`src/rtl/riscv_irq_ctrl_pkg.sv`:
```
`default_nettype none
// ============================================================================
//  Module   : riscv_irq_ctrl_pkg
//  Brief    : Shared register offsets, ID width and cfg FSM state encoding
//             for the platform interrupt controller.
//  Revision : 1.0  initial release
// ============================================================================

`ifndef RISCV_IRQC_DEFS
`define RISCV_IRQC_DEFS
`define IRQC_PENDING   8'h00
`define IRQC_ENABLE    8'h04
`define IRQC_THRESH    8'h08
`define IRQC_CLAIM     8'h0C
`define IRQC_EDGE      8'h10
`define IRQC_PRIO_BASE 8'h40
`endif

package riscv_irq_ctrl_pkg;

    // Interrupt IDs are 1..31, 0 means "no interrupt"
    localparam int         c_ID_W         = 5;

    localparam logic [7:0] c_ADDR_PENDING = `IRQC_PENDING;
    localparam logic [7:0] c_ADDR_ENABLE  = `IRQC_ENABLE;
    localparam logic [7:0] c_ADDR_THRESH  = `IRQC_THRESH;
    localparam logic [7:0] c_ADDR_CLAIM   = `IRQC_CLAIM;
    localparam logic [7:0] c_ADDR_EDGE    = `IRQC_EDGE;
    localparam logic [7:0] c_ADDR_PRIO    = `IRQC_PRIO_BASE;

    // Cfg port state: ACK is the single cycle in which cfg_ack is high
    typedef enum logic [0:0] {
        CFG_IDLE = 1'b0,
        CFG_ACK  = 1'b1
    } cfg_state_e;

    // Zero-extend an interrupt ID onto the 32-bit read bus
    function automatic logic [31:0] zext_id(input logic [c_ID_W-1:0] id);
        return {{(32-c_ID_W){1'b0}}, id};
    endfunction

endpackage

`default_nettype wire

```
`src/rtl/riscv_irq_gateway.sv`:
```
`default_nettype none
// ============================================================================
//  Module   : riscv_irq_gateway
//  Brief    : Per-source interrupt gateway: synchroniser, edge detect,
//             pending flop and in-service flop.
//  Revision : 1.0  initial release
// ============================================================================

module riscv_irq_gateway #(
    parameter int SYNC_STAGES = 2
) (
    input  logic clk,
    input  logic rst_n,          // active-high asynchronous reset
    input  logic i_irq_raw,
    input  logic i_edge_mode,
    input  logic i_claim_clr,
    input  logic i_complete_clr,
    output logic o_pending
);

    logic [SYNC_STAGES-1:0] r_sync;
    logic                   r_line_d;
    logic                   r_pending;
    logic                   r_in_service;
    logic                   w_line;
    logic                   w_set;

    assign w_line = r_sync[SYNC_STAGES-1];

    // New requests are only accepted while the source is not in service,
    // so an edge arriving during service (or on the completing edge) is lost.
    assign w_set  = !r_in_service && (i_edge_mode ? (w_line && !r_line_d) : w_line);

    assign o_pending = r_pending;

    // Synchronise the raw line and keep its previous value for edge detect
    always_ff @(posedge clk or posedge rst_n) begin
        if (rst_n) begin
            r_sync   <= '0;
            r_line_d <= 1'b0;
        end else begin
            r_sync   <= {r_sync[SYNC_STAGES-2:0], i_irq_raw};
            r_line_d <= w_line;
        end
    end

    // Pending / in-service tracking; a claim beats a same-edge gateway set
    always_ff @(posedge clk or posedge rst_n) begin
        if (rst_n) begin
            r_pending    <= 1'b0;
            r_in_service <= 1'b0;
        end else if (i_claim_clr) begin
            r_pending    <= 1'b0;
            r_in_service <= 1'b1;
        end else begin
            if (w_set) begin
                r_pending <= 1'b1;
            end
            if (i_complete_clr) begin
                r_in_service <= 1'b0;
            end
        end
    end

endmodule

`default_nettype wire

```
`src/rtl/riscv_irq_ctrl.sv`:
```
`default_nettype none
// ============================================================================
//  Module   : riscv_irq_ctrl
//  Brief    : Platform interrupt controller. Gateways per source, config
//             registers, priority arbiter, claim/complete over a simple
//             one-cycle-latency cfg port, registered ext_intr to the core.
//  Revision : 1.0  initial release
// ============================================================================

module riscv_irq_ctrl
    import riscv_irq_ctrl_pkg::*;
#(
    parameter int NUM_SRC     = 8,
    parameter int PRIO_W      = 3,
    parameter int SYNC_STAGES = 2
) (
    input  logic               clk,
    input  logic               rst_n,      // active-high asynchronous reset
    input  logic [NUM_SRC-1:0] irq_src,
    input  logic               cfg_req,
    input  logic               cfg_we,
    input  logic [7:0]         cfg_addr,
    input  logic [31:0]        cfg_wdata,
    output logic               cfg_ack,
    output logic [31:0]        cfg_rdata,
    output logic               ext_intr
);

    cfg_state_e          r_state;
    cfg_state_e          w_state_nxt;
    logic                w_accept;
    logic                w_rd;
    logic                w_wr;

    logic [NUM_SRC-1:0]  w_pending;
    logic [NUM_SRC-1:0]  w_claim_clr;
    logic [NUM_SRC-1:0]  w_complete_clr;
    logic [NUM_SRC-1:0]  r_enable;
    logic [NUM_SRC-1:0]  r_edge_sel;
    logic [PRIO_W-1:0]   r_thresh;
    logic [PRIO_W-1:0]   r_prio [NUM_SRC];

    logic [c_ID_W-1:0]   r_best_id;
    logic [c_ID_W-1:0]   w_arb_id;
    logic [PRIO_W-1:0]   w_arb_prio;
    logic                r_ext_intr;

    logic [5:0]          w_prio_idx;
    logic                w_prio_rng;
    logic                w_claim;
    logic                w_cmp;
    logic [31:0]         w_rd_mux;
    logic [31:0]         r_rdata;

    assign cfg_ack   = (r_state == CFG_ACK);
    assign cfg_rdata = r_rdata;
    assign ext_intr  = r_ext_intr;

    assign w_rd = w_accept && !cfg_we;
    assign w_wr = w_accept &&  cfg_we;

    // Priority window starts at 0x40; the per-source index is matched below
    assign w_prio_idx = cfg_addr[7:2] - 6'd16;
    assign w_prio_rng = (cfg_addr[7:6] != 2'b00) && (cfg_addr[1:0] == 2'b00);

    // A claim only has an effect when there is a winner to hand out
    assign w_claim = w_rd && (cfg_addr == c_ADDR_CLAIM) && (r_best_id != '0);
    assign w_cmp   = w_wr && (cfg_addr == c_ADDR_CLAIM);

    generate
        for (genvar g = 0; g < NUM_SRC; g++) begin : g_gateway
            // Completion IDs outside 1..NUM_SRC simply match no source
            assign w_claim_clr[g]    = w_claim && (r_best_id == c_ID_W'(g + 1));
            assign w_complete_clr[g] = w_cmp && (cfg_wdata == 32'(g + 1));

            riscv_irq_gateway #(
                .SYNC_STAGES (SYNC_STAGES)
            ) u_gateway (
                .clk            (clk),
                .rst_n          (rst_n),
                .i_irq_raw      (irq_src[g]),
                .i_edge_mode    (r_edge_sel[g]),
                .i_claim_clr    (w_claim_clr[g]),
                .i_complete_clr (w_complete_clr[g]),
                .o_pending      (w_pending[g])
            );
        end
    endgenerate

    // Cfg port: accept when idle, acknowledge for exactly one cycle
    always_comb begin
        w_state_nxt = r_state;
        w_accept    = 1'b0;
        case (r_state)
            CFG_IDLE: begin
                if (cfg_req) begin
                    w_accept    = 1'b1;
                    w_state_nxt = CFG_ACK;
                end
            end
            CFG_ACK: begin
                w_state_nxt = CFG_IDLE;
            end
            default: begin
                w_state_nxt = CFG_IDLE;
            end
        endcase
    end

    // Cfg port state register
    always_ff @(posedge clk or posedge rst_n) begin
        if (rst_n) begin
            r_state <= CFG_IDLE;
        end else begin
            r_state <= w_state_nxt;
        end
    end

    // Read data mux; unmapped addresses and bits above NUM_SRC read as 0
    always_comb begin
        w_rd_mux = '0;
        case (cfg_addr)
            c_ADDR_PENDING: w_rd_mux = 32'(w_pending);
            c_ADDR_ENABLE:  w_rd_mux = 32'(r_enable);
            c_ADDR_THRESH:  w_rd_mux = 32'(r_thresh);
            c_ADDR_CLAIM:   w_rd_mux = zext_id(r_best_id);
            c_ADDR_EDGE:    w_rd_mux = 32'(r_edge_sel);
            default:        w_rd_mux = '0;
        endcase
        for (int i = 0; i < NUM_SRC; i++) begin
            if (w_prio_rng && (w_prio_idx == 6'(i))) begin
                w_rd_mux = 32'(r_prio[i]);
            end
        end
    end

    // Read data is captured on acceptance and shown only during the ack cycle
    always_ff @(posedge clk or posedge rst_n) begin
        if (rst_n) begin
            r_rdata <= '0;
        end else if (w_rd) begin
            r_rdata <= w_rd_mux;
        end else begin
            r_rdata <= '0;
        end
    end

    // Configuration register writes; read-only and unmapped writes fall through
    always_ff @(posedge clk or posedge rst_n) begin
        if (rst_n) begin
            r_enable   <= '0;
            r_edge_sel <= '0;
            r_thresh   <= '0;
            for (int i = 0; i < NUM_SRC; i++) begin
                r_prio[i] <= '0;
            end
        end else if (w_wr) begin
            case (cfg_addr)
                c_ADDR_ENABLE: r_enable   <= cfg_wdata[NUM_SRC-1:0];
                c_ADDR_THRESH: r_thresh   <= cfg_wdata[PRIO_W-1:0];
                c_ADDR_EDGE:   r_edge_sel <= cfg_wdata[NUM_SRC-1:0];
                default:       ;
            endcase
            for (int i = 0; i < NUM_SRC; i++) begin
                if (w_prio_rng && (w_prio_idx == 6'(i))) begin
                    r_prio[i] <= cfg_wdata[PRIO_W-1:0];
                end
            end
        end
    end

    // Arbiter: strictly-greater replacement keeps the lowest ID on ties,
    // and prio > threshold excludes priority 0 automatically.
    always_comb begin
        w_arb_id   = '0;
        w_arb_prio = '0;
        for (int i = 0; i < NUM_SRC; i++) begin
            if (w_pending[i] && r_enable[i] && (r_prio[i] > r_thresh) &&
                (r_prio[i] > w_arb_prio)) begin
                w_arb_id   = c_ID_W'(i + 1);
                w_arb_prio = r_prio[i];
            end
        end
    end

    // Registered winner and interrupt line; a claim retires the winner at once
    always_ff @(posedge clk or posedge rst_n) begin
        if (rst_n) begin
            r_best_id  <= '0;
            r_ext_intr <= 1'b0;
        end else begin
            r_best_id  <= w_claim ? '0 : w_arb_id;
            r_ext_intr <= (r_best_id != '0);
        end
    end

endmodule

`default_nettype wire

```
`config.mk`:
```
export PLATFORM = sky130hd
export DESIGN_NAME = riscv_irq_ctrl
export DESIGN_NICKNAME = d
export VERILOG_FILES = /design/src/rtl/riscv_irq_ctrl_pkg.sv /design/src/rtl/riscv_irq_gateway.sv /design/src/rtl/riscv_irq_ctrl.sv
export SDC_FILE = /design/constraint.sdc
export NUM_CORES = 1
export LEC_CHECK = 0
export CORE_UTILIZATION = 35
export CTS_BUF_LIST = sky130_fd_sc_hd__clkbuf_2 sky130_fd_sc_hd__clkbuf_4 sky130_fd_sc_hd__clkbuf_8
export CTS_CLUSTER_SIZE = 12
export DETAILED_ROUTE_END_ITERATION = 8
export GPL_ROUTABILITY_DRIVEN = 0
export PLACE_DENSITY = 0.63
export SYNTH_ARGS = -nofsm -noshare
export SYNTH_HDL_FRONTEND = slang
export SYNTH_HIERARCHICAL = 1
export SYNTH_SLANG_ARGS = --single-unit
export TNS_END_PERCENT = 1
```
`constraint.sdc`:
```
create_clock -name clk -period 8.9 [get_ports clk]
set_input_delay 1.335 -clock clk [delete_from_list [all_inputs] [get_ports clk]]
set_output_delay 1.335 -clock clk [all_outputs]
set_load 0.02 [all_outputs]
```
==> metrics <==
non-filler cells, final=876; Fillers=1467; Rows=46; slowest CP cell=or3b_4; WS Path Type=reg -> reg; Synth Register Bits=97; initial core utilization=0.3593; CP max stage delay=0.42 ns; final net count=748; Die Wd=129.9 um; Avg WL per Cell=17.15 um; synth warn=6; H-tree lvl count=3; min Tclk post-route=8.818 ns; Ports=86; residual DRC count=0; CORE AREA=0.01594 mm^2; initial antenna violation count=0; Post-Place Cells=845; Hold Vio Cnt, Final=0; Slew Limit Fails=0; die area=0.01688 mm^2; Worst EP arrival=9.10 ns; Slew @ Worst Pin=0.9978 ns; clock root cell=clkbuf_8; CTS Sinks=97; worst-path fanout max=5; Post-Route Setup TNS=0 ns; met3 wire len=732 um; setup ws final=0.08185 ns; placed wire-length estimate=11530 um; combined area of the multi-input logic cells=0.003343 mm^2; Die Ht=129.9 um; top sig layer=met4; CTS tree=yes; Overall Global Routing Usage=0.1883; clk buf depth=2; final setup fails=0; Max Clk Rate=0.1134 GHz; # diodes=0; M1 WL=6451 um; Post-DRT Antenna Nets=0; Layout area overhead=27.65%; mapped cell area=0.005728 mm^2; Max-Slew Margin vs Limit=0.3303; Synth cell types=69; main flop type after synthesis=dfrtp_1; total leakage power=3.121 nW; RSZ-0062 raised after global routing=yes; first-pass GRT wire length=24070 um; layout cells sized above 1=0.2561; largest net degree at the start of global routing=47; clk_skew=0.009814 ns; total detailed-routing wirelength=15020 um; most frequent cells in the layout=dfrtp_1 (96), clkdlybuf4s50_1 (61), buf_4 (40); data required time at the worst endpoint=9.18 ns; # Max-Cap Violations=0; Worst setup EP type=register; Tcrit/Tclk final=0.9908; wire length on met2=7653 um; register area=0.002429 mm^2; Gate Count Post-Synth=556; sequential-to-total area share from yosys stat=0.4238; ys async rst share=1.000; Vias=4558; most common cell after layout, fill and taps aside=dfrtp_1; number of synthesized flops with an enable pin=0; Post-Syn Area per Cell=10.30 um^2; Peak VDD IR=0.00009590 V; clock slew at reported path FFs=0.09 ns; Power Dens Cells=122.5 mW/mm^2; DR vias/cell=5.203; vias in the first global route=4664; WHS=0.3569 ns; type of the worst min-delay path=reg -> reg; detailed-router iteration count before antenna repair=5; CTS Buf Count=9; GRT overflow=0; DRT iter0 DRCs=302; CP Launch Type=register; run status=finished, final reports clean; total power=0.8956 mW; critical path's most frequent cell=ha_4; Placement Setup Slack=-0.4771 ns; PortBufs=61; Worst-Skew Late Latency=0.37 ns
[layer usage]
metal	up-vias	track usage
met1	2240	0.2370
li1	2167	-
met5	-	0
met3	15	0.02706
met4	0	0.05062
met2	136	0.3369
[final cells by class]
type	instances	share of cell area
clock buffer	10	0.01797
clock inverter	6	0.01010
inverter	38	0.01951
multi-input combinational	407	0.4572
sequential	97	0.3321
tap	216	0.03696
timing repair buffer	102	0.1261
[stage by stage]
stage	cell area [um^2]	util
3_3_place_gp	6700	0.4203
2_1_floorplan	5854	-
5_1_grt	7312	0.4586
4_1_cts	7167	0.4495
3_5_place_dp	6700	0.4203
6_report	7312	0.4586
[logic make-up (layout without fill, tap and decap cells)]
family | count (synthesis) | after routing | synth area share
flops | 97 | 97 | 0.4238
other cells | 1 | 24 | 0.0006547
fa+ha+maj | 41 | 41 | 0.08956
buf+inv | 75 | 156 | 0.06509
compound gates | 118 | 118 | 0.1516
mux | 47 | 47 | 0.1077
simple gates | 177 | 177 | 0.1616
[synthesized netlist by cell type, types with 4 or more instances]
cell	count	share of area
ha_1	41	0.090
o21ai_1	5	0.0044
a22oi_1	10	0.013
o21bai_1	10	0.013
and3_1	4	0.0044
dfrtp_1	97	0.42
nand2b_1	10	0.011
a21o_1	5	0.0066
a21oi_1	22	0.019
nand3_1	19	0.017
buf_4	24	0.031
nand3b_1	7	0.0092
nor2_1	39	0.026
nand4_1	5	0.0055
nor4_1	10	0.011
o21ai_0	17	0.015
and2_1	6	0.0066
nor2b_1	7	0.0076
nand2_1	38	0.025
a31oi_1	12	0.013
clkbuf_1	9	0.0059
inv_1	37	0.024
o21a_1	4	0.0052
mux2_2	35	0.069
nor3_1	10	0.0087
mux4_2	7	0.028
[final timing paths]
kind / start / to / slack (ns) / cells after the start
worst max-delay path: r_thresh[2]$_DFFE_PP0P_ / r_best_id[0]$_DFF_PP0_ / 0.08 / 48
worst min-delay path: g_gateway[3].u_gateway/r_sync[0]$_DFF_PP0_ / g_gateway[3].u_gateway/r_sync[1]$_DFF_PP0_ / 0.36 / 0
worst max register to register: r_thresh[2]$_DFFE_PP0P_ / r_best_id[0]$_DFF_PP0_ / 0.08 / 48
worst min register to register: g_gateway[3].u_gateway/r_sync[0]$_DFF_PP0_ / g_gateway[3].u_gateway/r_sync[1]$_DFF_PP0_ / 0.36 / 0
max in group asynchronous: rst_n / r_thresh[0]$_DFFE_PP0P_ / 6.48 / 3
min in group asynchronous: rst_n / g_gateway[0].u_gateway/o_pending$_DFFE_PP0P_ / 1.44 / 2
[power breakdown]
group          leakage [nW]  switching (mW)  internal, mW
combinational          1.86          0.0725        0.0649
sequential             1.16          0.0106         0.453
clock                0.0988           0.158         0.137
total                  3.12           0.241         0.654
[worst max-delay path, delay by kind of cell, from the launching register on]
family / cells / cell delay (ns)
simple gates: 19 / 2.74
compound gates: 15 / 2.49
buf+inv: 3 / 0.21
mux: 3 / 1.03
flops: 1 / 0.40
fa+ha+maj: 8 / 1.84
[flip-flops by register name, indices dropped and copies added (netlist names), 4 cells and up]
| register | cells |
|---|---|
| r_prio | 24 |
| g_gateway.u_gateway/r_sync | 16 |
| cfg_rdata | 8 |
| g_gateway.u_gateway/o_pending | 8 |
| g_gateway.u_gateway/r_in_service | 8 |
| g_gateway.u_gateway/r_line_d | 8 |
| r_edge_sel | 8 |
| r_enable | 8 |
| r_best_id | 4 |
[timing repair]
item                                    4_1_cts  5_1_grt
pin swaps                                    20       23
buffers inserted                             11        4
endpoints found under the setup margin        4        4
hold buffers                                  0        0
resized for setup                            28       17
Note: power is estimated with default switching activity, not from simulation.
